`src/rtl/program_loader.sv`:
```
// Writable program store with a streaming load controller for the accumulator CPU.
// The controller clears the store, accepts a new program over valid/ready, and keeps the CPU in reset until the load completes.
module program_loader #(
   parameter int DEPTH = 32,
   parameter int AW    = 5,
   parameter int DW    = 6
) (
   input  logic          CLK,
   input  logic          RST,
   input  logic          START,
   input  logic          IN_VALID,
   input  logic [DW-1:0] IN_DATA,
   input  logic          IN_LAST,
   output logic          IN_READY,
   input  logic [AW-1:0] ADDR,
   output logic [DW-1:0] DATA,
   output logic          CPU_nRST,
   output logic          BUSY,
   output logic          DONE,
   output logic          ERR,
   output logic [AW:0]   WCOUNT
);

   typedef enum logic [1:0] {
      IDLE  = 2'd0,
      CLEAR = 2'd1,
      LOAD  = 2'd2,
      RUN   = 2'd3
   } state_t;

   state_t        state;
   state_t        state_next;
   logic [AW-1:0] cptr;
   logic [AW-1:0] wptr;
   logic          xfer;
   logic          clear_end;
   logic          last_slot;
   logic          start_clear;
   logic          done_set;
   logic          err_set;

   logic [DW-1:0] mem [DEPTH];

   assign xfer      = (state == LOAD) && IN_VALID;
   assign clear_end = (cptr == AW'(DEPTH - 1));
   assign last_slot = (WCOUNT == (AW + 1)'(DEPTH - 1));

   always_ff @(posedge CLK or posedge RST) begin
      if (RST) begin
         state <= IDLE;
      end else begin
         state <= state_next;
      end
   end

   always_comb begin
      state_next  = state;
      start_clear = 1'b0;
      done_set    = 1'b0;
      err_set     = 1'b0;
      case (state)
         IDLE: begin
            if (START) begin
               state_next  = CLEAR;
               start_clear = 1'b1;
            end
         end
         CLEAR: begin
            if (clear_end) begin
               state_next = LOAD;
            end
         end
         LOAD: begin
            // A final word that exactly fills the store still counts as a clean completion.
            if (xfer) begin
               if (IN_LAST) begin
                  state_next = RUN;
                  done_set   = 1'b1;
               end else if (last_slot) begin
                  state_next = IDLE;
                  err_set    = 1'b1;
               end
            end
         end
         RUN: begin
            if (START) begin
               state_next  = CLEAR;
               start_clear = 1'b1;
            end
         end
         default: begin
            state_next = IDLE;
         end
      endcase
   end

   always_ff @(posedge CLK or posedge RST) begin
      if (RST) begin
         cptr   <= '0;
         wptr   <= '0;
         WCOUNT <= '0;
         ERR    <= 1'b0;
         DONE   <= 1'b0;
      end else begin
         DONE <= done_set;
         if (start_clear) begin
            cptr   <= '0;
            wptr   <= '0;
            WCOUNT <= '0;
            ERR    <= 1'b0;
         end else begin
            if (state == CLEAR) begin
               cptr <= cptr + AW'(1);
            end
            if (xfer) begin
               wptr   <= wptr + AW'(1);
               WCOUNT <= WCOUNT + (AW + 1)'(1);
            end
            if (err_set) begin
               ERR <= 1'b1;
            end
         end
      end
   end

   // The store itself is never reset; the CPU stays in reset until a load has defined it.
   always_ff @(posedge CLK) begin
      if (state == CLEAR) begin
         mem[cptr] <= '0;
      end else if (xfer) begin
         mem[wptr] <= IN_DATA;
      end
   end

   assign DATA     = mem[ADDR];
   assign IN_READY = (state == LOAD);
   assign BUSY     = (state == CLEAR) || (state == LOAD);
   assign CPU_nRST = (state == RUN);

endmodule

```
`config.mk`:
```
export PLATFORM = sky130hd
export DESIGN_NAME = program_loader
export DESIGN_NICKNAME = d
export VERILOG_FILES = /design/src/rtl/program_loader.sv
export SDC_FILE = /design/constraint.sdc
export NUM_CORES = 1
export LEC_CHECK = 0
export ABC_CLOCK_PERIOD_IN_PS = 4600
export CORE_ASPECT_RATIO = 0.7
export CORE_MARGIN = 1.5
export CORE_UTILIZATION = 57
export DETAILED_ROUTE_END_ITERATION = 8
export GPL_TIMING_DRIVEN = 0
export PLACE_DENSITY = 0.82
export RECOVER_POWER = 25
export SYNTH_ARGS = -nofsm -noshare
export SYNTH_HDL_FRONTEND = slang
export SYNTH_SLANG_ARGS = --single-unit
```
`constraint.sdc`:
```
create_clock -name CLK -period 4.6 [get_ports CLK]
set_clock_uncertainty 0.2 [all_clocks]
set_input_delay 0.92 -clock CLK [delete_from_list [all_inputs] [get_ports CLK]]
set_output_delay 0.92 -clock CLK [all_outputs]
set_load 0.02 [all_outputs]
```
==> impl_metrics.yaml <==
synth:
  synth-xor-area-share_pct: 1.23
  yosys_warnings: 0
  synth_seq_area_share_pct: 73.5
  avgSynthCellArea_um2: 18.6
  synth_area_leaders: "edfxtp_1, mux4_2, dfrtp_1"
  yosysTopAreaCell: "edfxtp_1"
  muxShareOfSynthArea_pct: 13.8
  synth_most_common_cell: "edfxtp_1"
  synthAdderAreaFrac_pct: 1.17
  synth_nets: 482
  synth_common_cells: "edfxtp_1, nor2_1, mux4_2, o22ai_1, dfrtp_1"
  synthSimpleGateAreaFrac_pct: 6.15
  async_flop_share_pct: 9.43
  synth_top_family_by_area: "multiplexers"
  yosys.area.top_type_share_pct: 67.6
  synth_seq_cells: 212
  synthFlopType: "edfxtp_1"
  synth_compound_area_share_pct: 2.67
  syn_inst: 458
  yosysUniqueCellTypes: 41
  syn-cell-area_mm2: 0.00852
  synth_edf_count: 192
layout:
  multi_input_area_mm2: 0.00213
  num_antenna_cells: 0
  num-fill-cells: 933
  fin_area_mm2: 0.00979
  regArea_mm2: 0.00627
  syn2layout_area_growth_pct: 14.9
  layout-drive-gt1-share_pct: 17.8
  fin_nets: 534
critical_path:
  crit_fanout: 8
  reg2regPathDepth: 8
  cp-start-kind: "primary input"
  endpoint_kind: "output pin"
  crit_required_ps: 3480
  worstPathArrival_ps: 3330
  criticalPathCategory: "primary input to output pin"
timing:
  worst_pin_slew_ps: 1580
  max_freq_mhz: 225
  fin_crit_sh_pct: 96.6
  fin_setup_tns_ps: 0
  post-route-min-period_ps: 4450
  rsz0062_at_grt: "no"
  finalMaxSlewViolations: 33
  hold_violations: 0
  relSlewSlack_pct: -5.57
  setup_viol: 0
cts:
  cts_max_path_buffers: 3
  clkTransAtPathRegs_ps: 60
  htreeDepth: 1
  cts_resized: 0
  cts_hold_buffers: 0
  cts_sinks: 212
  cts_root_buffer: "clkbuf_16"
  cts_buffers: 20
  tritoncts: "done"
  postCtsSetupRepairBufs: 0
  insertion_delay_ps: 490
power_and_ir_drop:
  ir_drop_v: 0.000323
  switchingPower_mw: 1.17
  p_leak_nw: 3.27
  power.share.clock_pct: 38.0
  p_comb_share_pct: 13.9
  seqPwrFrac_pct: 48.1
  power.density_mw_per_mm2: 492
  p_total_mw: 4.81
  p_int_mw: 3.64
  netSwitchingFraction_pct: 24.3
drt:
  avgRoutedWirePerCell_um: 24.1
  drtIter0Drc: 374
  routed_wl_mm: 17.2
  vias: 4497
  vias_per_cell: 6.27
  drt-pass1-iter-count: 5
  ant_nets: 0
  route.detailed.drc: 0
floorplan:
  die_h_um: 105
  io-pin-count: 33
  die_w_um: 149
  initial_core_util_pct: 58.1
  row_count: 37
  die_area_mm2: 0.0157
  fp.coreArea_mm2: 0.0147
global_routing:
  grt_pass1_wl_mm: 26.5
  grt_max_degree: 33
  antenna_found_initial: 0
  grt_overflow_total: 0
  grt.total_usage_pct: 23.3
  grt_pass1_vias: 4499
min_path:
  whs_path_depth: 2
  hold_class: "register to register"
placed_design:
  dp_hpwl_mm: 11.1
  io_buffers: 30
  dpl_cell_area_mm2: 0.00907
  routabilityCongestion: 0.791
run:
  drv_cap: 1
run_status:
  run_status: "finished, violations left"
  violations: "max-capacitance violations, max-slew violations"
==> power groups by stage <==
stage	Clock (mW)	Combinational, mW	Sequential, mW
2_1_floorplan	0	0.432	2.34
3_3_place_gp	0	0.651	2.34
3_5_place_dp	0	0.682	2.35
4_1_cts	1.85	0.686	2.31
5_1_grt	1.92	0.726	2.32
6_report	1.83	0.670	2.31
==> cell usage in the layout, fill, tap and decap left out, types with 4 or more instances in the layout <==
cell type          n
clkbuf_1          10
a31oi_1            4
edfxtp_1         192
buf_2              5
dfrtp_1           20
xor2_1             9
inv_1              9
nand2_1           15
clkbuf_16         21
ha_1               8
bufinv_16          5
and2_1             4
nor2_1            54
o22ai_1           24
nand4_1            6
dlygate4sd3_1     12
clkdlybuf4s50_1   18
mux4_2            48
a21oi_1            4
nor4_1             8
==> state kept, by name (all words and copies together) (netlist names) <==
name,count
mem,192
DONE,1
wptr,5
cptr,5
ERR,1
WCOUNT,6
state,2
==> worst max-delay path, stage by stage <==
cell             delay [ps]
clkdlybuf4s50_1         580
or3b_2                  280
buf_1                   260
o22ai_1                 190
nor4_1                  400
clkdlybuf4s50_1         690
==> per-stage QoR <==
step	setup WS, ps	util [%]	instances	hold WS, ps
floorplan	1110	-	458	315
global placement	251	61.8	683	284
detailed placement	201	61.8	683	313
CTS	178	66.8	717	327
global route	70.1	66.7	717	336
finish	155	66.7	717	313
==> cell type report <==
| cell class | instances | share of cell area [%] |
|---|---|---|
| tap | 195 | 2.49 |
| sequential | 212 | 64.0 |
| clock buffer | 27 | 5.80 |
| clock inverter | 7 | 1.66 |
| inverter | 9 | 0.345 |
| buffer | 17 | 0.869 |
| multi-input combinational | 220 | 21.8 |
| timing repair buffer | 30 | 3.07 |
==> final timing paths <==
check                               from  slack [ps]        end
worst max-delay path             ADDR[4]         150    DATA[2]
worst min-delay path                 ERR         310        ERR
worst max register to register  state[0]        1170  mem[7][5]
worst min register to register       ERR         310        ERR
max in group asynchronous            RST        2900    cptr[3]
min in group asynchronous            RST         810  WCOUNT[3]
==> per-layer routing <==
layer	global-route usage, %	wire length (um)	up-vias
met5	0	0	-
met4	5.45	327	0
met3	4.59	1110	34
met2	35.8	8260	164
met1	35.1	7560	2350
li1	-	-	1949
==> logic make-up after synthesis <==
| logic type | Yosys count |
|---|---|
| mux | 55 |
| flops | 212 |
| compound gates | 36 |
| xor+xnor | 12 |
| simple gates | 109 |
| buf+inv | 26 |
| fa+ha+maj | 8 |
Note: power is estimated with default switching activity, not from simulation.
